File: config.mk
export PLATFORM = sky130hd
export DESIGN_NAME = l1_mem_arbiter
export DESIGN_NICKNAME = d
export VERILOG_FILES = /design/src/rtl/cache_mux_types.sv /design/src/rtl/cacheline_adaptor.sv /design/src/rtl/l1_mem_arbiter.sv
export SDC_FILE = /design/constraint.sdc
export NUM_CORES = 2
export LEC_CHECK = 0
export CORE_AREA = 2 2 394 396
export DETAILED_ROUTE_END_ITERATION = 8
export DIE_AREA = 0 0 396 398
export PLACE_DENSITY = 0.52
export SLEW_MARGIN = 20
export SYNTH_ARGS = -nofsm -noshare
export SYNTH_HDL_FRONTEND = slang
export SYNTH_SLANG_ARGS = --single-unit
File: constraint.sdc
create_clock -name clk -period 7.65 [get_ports clk]
set_input_delay 1.1475 -clock clk [delete_from_list [all_inputs] [get_ports clk]]
set_output_delay 1.1475 -clock clk [all_outputs]
set_load 0.01 [all_outputs]
File: src/rtl/cache_mux_types.sv
// Shared types and constants for the L1 memory arbiter and its cacheline adaptor.
package cache_mux_types;

    localparam int LINE_OFFSET_BITS = 5;
    localparam int BURST_BEATS      = 4;

    typedef enum logic [2:0] {
        IDLE,
        I_READ,
        D_READ,
        D_WRITE,
        DONE
    } arb_state_t;

    typedef enum logic {
        GRANT_I,
        GRANT_D
    } arb_grant_t;

    // Clear the byte-within-line offset so bursts always start on a line boundary.
    function automatic logic [31:0] line_align(input logic [31:0] addr);
        return addr & ~((32'd1 << LINE_OFFSET_BITS) - 32'd1);
    endfunction

endpackage

File: src/rtl/cacheline_adaptor.sv
// Splits one cacheline transfer into BEATS memory beats and reassembles read beats.
module cacheline_adaptor
    import cache_mux_types::*;
#(
    parameter int BEAT_WIDTH = 64,
    parameter int BEATS      = BURST_BEATS,
    parameter int LINE_WIDTH = 256
) (
    input  logic                  clk,
    input  logic                  rst,
    // line side
    input  logic                  start,
    input  logic                  line_read,
    input  logic                  line_write,
    input  logic [31:0]           line_address,
    input  logic [LINE_WIDTH-1:0] line_wdata,
    output logic [LINE_WIDTH-1:0] line_rdata,
    output logic                  line_done,
    // burst side
    output logic                  burst_read,
    output logic                  burst_write,
    output logic [31:0]           burst_address,
    output logic [BEAT_WIDTH-1:0] burst_wdata,
    input  logic [BEAT_WIDTH-1:0] burst_rdata,
    input  logic                  burst_resp
);

    localparam int CW = (BEATS > 1) ? $clog2(BEATS) : 1;
    localparam logic [CW-1:0] LAST_BEAT = CW'(BEATS - 1);

    logic                  busy_q, busy_d;
    logic                  wr_q, wr_d;
    logic [CW-1:0]         k_q, k_d;
    logic [31:0]           addr_q, addr_d;
    logic [LINE_WIDTH-1:0] wbuf_q, wbuf_d;
    logic [LINE_WIDTH-1:0] rbuf_q, rbuf_d;

    // Latch a new transfer on start, then step one beat per burst_resp.
    always_comb begin
        busy_d    = busy_q;
        wr_d      = wr_q;
        k_d       = k_q;
        addr_d    = addr_q;
        wbuf_d    = wbuf_q;
        rbuf_d    = rbuf_q;
        line_done = 1'b0;
        if (start && (line_read || line_write)) begin
            busy_d = 1'b1;
            wr_d   = line_write;
            k_d    = '0;
            addr_d = line_align(line_address);
            if (line_write) begin
                wbuf_d = line_wdata;
            end
        end else if (busy_q && burst_resp) begin
            if (!wr_q) begin
                rbuf_d[BEAT_WIDTH*int'(k_q) +: BEAT_WIDTH] = burst_rdata;
            end
            k_d = k_q + 1'b1;
            if (k_q == LAST_BEAT) begin
                busy_d    = 1'b0;
                line_done = 1'b1;
            end
        end
    end

    // Transfer state registers.
    always_ff @(posedge clk) begin
        if (rst) begin
            busy_q <= 1'b0;
            wr_q   <= 1'b0;
            k_q    <= '0;
            addr_q <= '0;
            wbuf_q <= '0;
            rbuf_q <= '0;
        end else begin
            busy_q <= busy_d;
            wr_q   <= wr_d;
            k_q    <= k_d;
            addr_q <= addr_d;
            wbuf_q <= wbuf_d;
            rbuf_q <= rbuf_d;
        end
    end

    // The final beat lands in rbuf on the same edge the arbiter captures the line,
    // so expose the next-state value to include it.
    assign line_rdata    = rbuf_d;
    assign burst_read    = busy_q & ~wr_q;
    assign burst_write   = busy_q & wr_q;
    assign burst_address = addr_q;
    assign burst_wdata   = wbuf_q[BEAT_WIDTH*int'(k_q) +: BEAT_WIDTH];

endmodule

File: src/rtl/l1_mem_arbiter.sv
// Round-robin arbiter serialising I-cache and D-cache line requests onto one burst port.
module l1_mem_arbiter
    import cache_mux_types::*;
#(
    parameter int BEAT_WIDTH = 64,
    parameter int BEATS      = BURST_BEATS,
    parameter int LINE_WIDTH = 256
) (
    input  logic                  clk,
    input  logic                  rst,
    input  logic                  i_pmem_read,
    input  logic [31:0]           i_pmem_address,
    output logic [LINE_WIDTH-1:0] i_pmem_rdata,
    output logic                  i_pmem_resp,
    input  logic                  d_pmem_read,
    input  logic                  d_pmem_write,
    input  logic [31:0]           d_pmem_address,
    input  logic [LINE_WIDTH-1:0] d_pmem_wdata,
    output logic [LINE_WIDTH-1:0] d_pmem_rdata,
    output logic                  d_pmem_resp,
    output logic                  burst_read,
    output logic                  burst_write,
    output logic [31:0]           burst_address,
    output logic [BEAT_WIDTH-1:0] burst_wdata,
    input  logic [BEAT_WIDTH-1:0] burst_rdata,
    input  logic                  burst_resp
);

    arb_state_t            state_q, state_d;
    arb_grant_t            last_q, last_d;
    logic                  i_resp_q, i_resp_d;
    logic                  d_resp_q, d_resp_d;
    logic [LINE_WIDTH-1:0] i_rdata_q, i_rdata_d;
    logic [LINE_WIDTH-1:0] d_rdata_q, d_rdata_d;

    logic                  i_req, d_req, d_pick;
    logic                  start, start_write;
    logic [31:0]           start_addr;
    logic [LINE_WIDTH-1:0] line_rdata;
    logic                  line_done;

    assign i_req = i_pmem_read;
    assign d_req = d_pmem_read | d_pmem_write;

    // Arbitrate in IDLE, wait for the adaptor in a burst state, route the response.
    always_comb begin
        state_d     = state_q;
        last_d      = last_q;
        i_resp_d    = 1'b0;
        d_resp_d    = 1'b0;
        i_rdata_d   = i_rdata_q;
        d_rdata_d   = d_rdata_q;
        start       = 1'b0;
        start_write = 1'b0;
        start_addr  = i_pmem_address;
        // On a tie, the side that did not win last time goes first.
        d_pick      = d_req && (!i_req || (last_q == GRANT_I));
        case (state_q)
            IDLE: begin
                if (i_req || d_req) begin
                    start = 1'b1;
                    if (d_pick) begin
                        start_addr  = d_pmem_address;
                        start_write = d_pmem_write;
                        last_d      = GRANT_D;
                        state_d     = d_pmem_write ? D_WRITE : D_READ;
                    end else begin
                        last_d  = GRANT_I;
                        state_d = I_READ;
                    end
                end
            end
            I_READ: begin
                if (line_done) begin
                    state_d   = DONE;
                    i_resp_d  = 1'b1;
                    i_rdata_d = line_rdata;
                end
            end
            D_READ: begin
                if (line_done) begin
                    state_d   = DONE;
                    d_resp_d  = 1'b1;
                    d_rdata_d = line_rdata;
                end
            end
            D_WRITE: begin
                if (line_done) begin
                    state_d  = DONE;
                    d_resp_d = 1'b1;
                end
            end
            DONE:    state_d = IDLE;
            default: state_d = IDLE;
        endcase
    end

    // FSM state and registered responses.
    always_ff @(posedge clk) begin
        if (rst) begin
            state_q   <= IDLE;
            last_q    <= GRANT_I;
            i_resp_q  <= 1'b0;
            d_resp_q  <= 1'b0;
            i_rdata_q <= '0;
            d_rdata_q <= '0;
        end else begin
            state_q   <= state_d;
            last_q    <= last_d;
            i_resp_q  <= i_resp_d;
            d_resp_q  <= d_resp_d;
            i_rdata_q <= i_rdata_d;
            d_rdata_q <= d_rdata_d;
        end
    end

    cacheline_adaptor #(
        .BEAT_WIDTH (BEAT_WIDTH),
        .BEATS      (BEATS),
        .LINE_WIDTH (LINE_WIDTH)
    ) u_adaptor (
        .clk           (clk),
        .rst           (rst),
        .start         (start),
        .line_read     (start & ~start_write),
        .line_write    (start_write),
        .line_address  (start_addr),
        .line_wdata    (d_pmem_wdata),
        .line_rdata    (line_rdata),
        .line_done     (line_done),
        .burst_read    (burst_read),
        .burst_write   (burst_write),
        .burst_address (burst_address),
        .burst_wdata   (burst_wdata),
        .burst_rdata   (burst_rdata),
        .burst_resp    (burst_resp)
    );

    assign i_pmem_resp  = i_resp_q;
    assign d_pmem_resp  = d_resp_q;
    assign i_pmem_rdata = i_rdata_q;
    assign d_pmem_rdata = d_rdata_q;

endmodule

==> results.md <==
- DR WL/cell: about 21 µm
- Max-slew violation count: 0
- Gpl congestion: 0.8651
- Area leader, netlist: dfxtp_1
- Area grow syn2layout: 38.33%
- Initial antenna violation count: 22
- DIE WIDTH: 396 µm
- Placement Setup Slack: approximately 3200 ps
- CTS tree: built
- Crit path buf inv count: 2
- Max_slew headroom: 28.33%
- Core box area: 153300 µm²
- Clock Tree Buf Depth: 3
- Global-route wire length before repair: 215.9 mm
- Crit-path slowest cell: dfxtp_4
- Critical path fanouts, max: 39
- GR Overflow Total: 0
- Post-Synth Adder-Cell Area: less than 1%
- RSZ-0062 raised after global routing: false
- Post-synth EDFFs: 0
- Main combinational cell family by area after synthesis: simple AND/OR/NAND/NOR gates
- Placed cells: approximately 6900
- Commonest cells post-synth: 1061 x dfxtp_1, 797 x nor2_1, 523 x nand2_1
- Vias post-DR: between 30000 and 40000
- Synth top area cells: dfxtp_1 54%, a211oi_1 9.8%, nor2_1 7.5%
- Worst Hold Class: reg -> reg
- Netlist cell types: 41
- Worst-path cell chain: buf_4 > mux4_2 > clkdlybuf4s50_1
- Critical path capture point type: output pin
- Ys flop type: dfxtp_1
- CP startpoint kind: register
- First-pass DRT Iterations: 5
- Vias in the first global route: a little over 30000
- Setup violations, final: 0
- CP Class: reg -> out
- Max Fclk: a little over 0.2 GHz
- GRT Overall Usage: between 15 and 20%
- Yosys warning count: 0
- Req. time, crit path: around 6500 ps
- Root buf cell: clkbuf_16
- Cts bufs inserted: 118
- Clock Sinks: approximately 1100
- Post-cts resize count: 0
- Layout Skew: 76.29 ps
- Synth Instances: 4170
- Clock latency on the worst-skew pair: roughly 760 ps
- Largest net degree at the start of global routing: between 200 and 250
- Crit path DAT: 3680 ps
- Synth Area in Simple Gates: between 10% and 20%
- Setup TNS: 0 ps
- DR vias/cell: roughly 4.5
- Measured slew at the worst slew-check pin: 1075 ps
- PwrDens: 232.4 nW/µm²
- Port Buffers: 986
- Tmin final: around 4800 ps
- Status: complete, no violations
- Die area: 157600 µm²
- Post-synthesis xor/xnor area fraction: less than 1%
- CP delay by family, top: buffers and inverters
- Lkg Pwr: 0.01814 µW
- Row Count: ~140
- Layout Nets: 5348
- Final Hold Viols: 0
- Die Ht: 398 µm
- Share of cells above drive strength 1: 6.857%
- Drc violations: 0
- Register area share after synthesis: 53.54%
- Antenna Nets Post-Route: 0
- Power, Total: between 10000 and 15000 µW
- Post-synthesis compound-gate area fraction: 14.97%
- H-tree depth: 3
- PnR worst setup slack: 2823 ps
- Maximum VDD drop: 0.0002258 V
- Initial core utilization: 25.87%
- CTS Hold Bufs: 0
- Drt total wl: 151.4 mm
- Top cell type's share of synthesized area: 53.54%
- Syn_area_per_cell: 9.514 µm²
- CTS clk-pin slew, worst paths: 60 ps
- Slowest stage delay, CP: 850 ps
- Post-CTS Setup Bufs: 0
- FF+latch count, synth: roughly 1100
- Mux share of post-synthesis cell area: 10.07%
- DP Wirelength: 105.0 mm
- Ratio of final minimum period to clock period: between 60% and 70%
- Most frequent cell after synthesis: dfxtp_1
- Post-Syn Area: approximately 40000 µm²
- Async set or reset register ratio after synthesis: 0%
- # IOs: 1002
- Initial drt markers: 2010
- Final instance count without filler cells: 7097
- Max_cap viols: 0
-- logic make-up (layout without fill, tap and decap cells) --
kind of cell / after synthesis / after routing
other: 1 / 12
AOI/OAI and AO/OA: 839 / 839
buffers and inverters: 376 / 1248
muxes: 319 / 319
adders and majority gates: 5 / 5
xor gates and xnor gates: 1 / 1
DFF: 1061 / 1061
and+or+nand+nor: 1568 / 1568
-- registers in the layout, indices dropped and copies added, names as in the netlist --
register / flops
state_q: 3
u_adaptor.rbuf_q: 256
u_adaptor.wbuf_q: 256
i_pmem_rdata: 256
u_adaptor.busy_q: 1
u_adaptor.k_q: 2
u_adaptor.burst_address: 27
last_q: 1
d_pmem_resp: 1
u_adaptor.wr_q: 1
i_pmem_resp: 1
d_pmem_rdata: 256
-- routing by layer --
layer / wire, µm / global-route usage [%]
met1: 63730 / 22.48
met5: 86 / 0
met4: 4450 / 6.206
met3: 14090 / 6.934
met2: 69060 / 29.91
-- cell type report --
class	count	area [µm²]
Clock inverter	31	454.2
Tap cell	2044	2557
Sequential cell	1061	21250
Clock buffer	182	3563
Fill cell	15570	98450
Antenna cell	7	17.52
Inverter	3	11.26
Multi-Input combinational cell	2737	16640
Timing Repair Buffer	1032	10380
-- stage by stage --
step | utilization (%) | hold WS (ps) | area [µm²]
2_1_floorplan | - | 433.1 | 39690
3_3_place_gp | 33.16 | 440.8 | 50840
3_5_place_dp | 33.16 | 444.4 | 50840
4_1_cts | 35.78 | 452.9 | 54860
5_1_grt | 35.79 | 467.3 | 54870
6_report | 35.79 | 449.4 | 54880
-- tightest hold or removal path, cell delays in order, from the launching register on --
cell and delay [ps]:
dfxtp_1 300, nand2_1 50, a21oi_1 50
-- worst paths after layout --
kind                    startpoint                    end  slack, ps  depth (start not counted)
max               u_adaptor.k_q[0]        burst_wdata[28]       2820                          3
min          u_adaptor.wbuf_q[166]  u_adaptor.wbuf_q[166]        450                          2
max reg2reg       u_adaptor.k_q[0]       i_pmem_rdata[29]       3800                          7
min reg2reg  u_adaptor.wbuf_q[166]  u_adaptor.wbuf_q[166]        450                          2
-- placed cells by master (no fill, tap or decap), types with 2 or more instances in the layout --
cell	n
nand2_1	523
a22oi_4	10
clkbuf_1	27
dfxtp_1	1059
clkdlybuf4s50_1	985
mux2i_1	255
inv_1	3
a211oi_1	519
a21oi_1	261
nand4b_1	2
ha_1	5
and2_1	228
nor2_1	797
bufinv_16	5
clkinvlp_4	4
dfxtp_4	2
buf_4	33
nor3b_4	2
buf_12	13
inv_6	2
mux4_2	64
nor3_1	3
a211oi_2	20
a22oi_1	19
clkinv_16	6
diode_2	7
clkbuf_16	118
conb_1	5
clkinv_2	13
o21ai_0	2
clkbuf_8	37
a211oi_4	4
-- report_power, final --
| part | internal [µW] | switching (µW) | total, µW |
|---|---|---|---|
| clock network | 3380 | 2460 | 5830 |
| registers | 5680 | 90.2 | 5780 |
| logic | 511 | 636 | 1150 |
(Power assumes the default switching activity.)
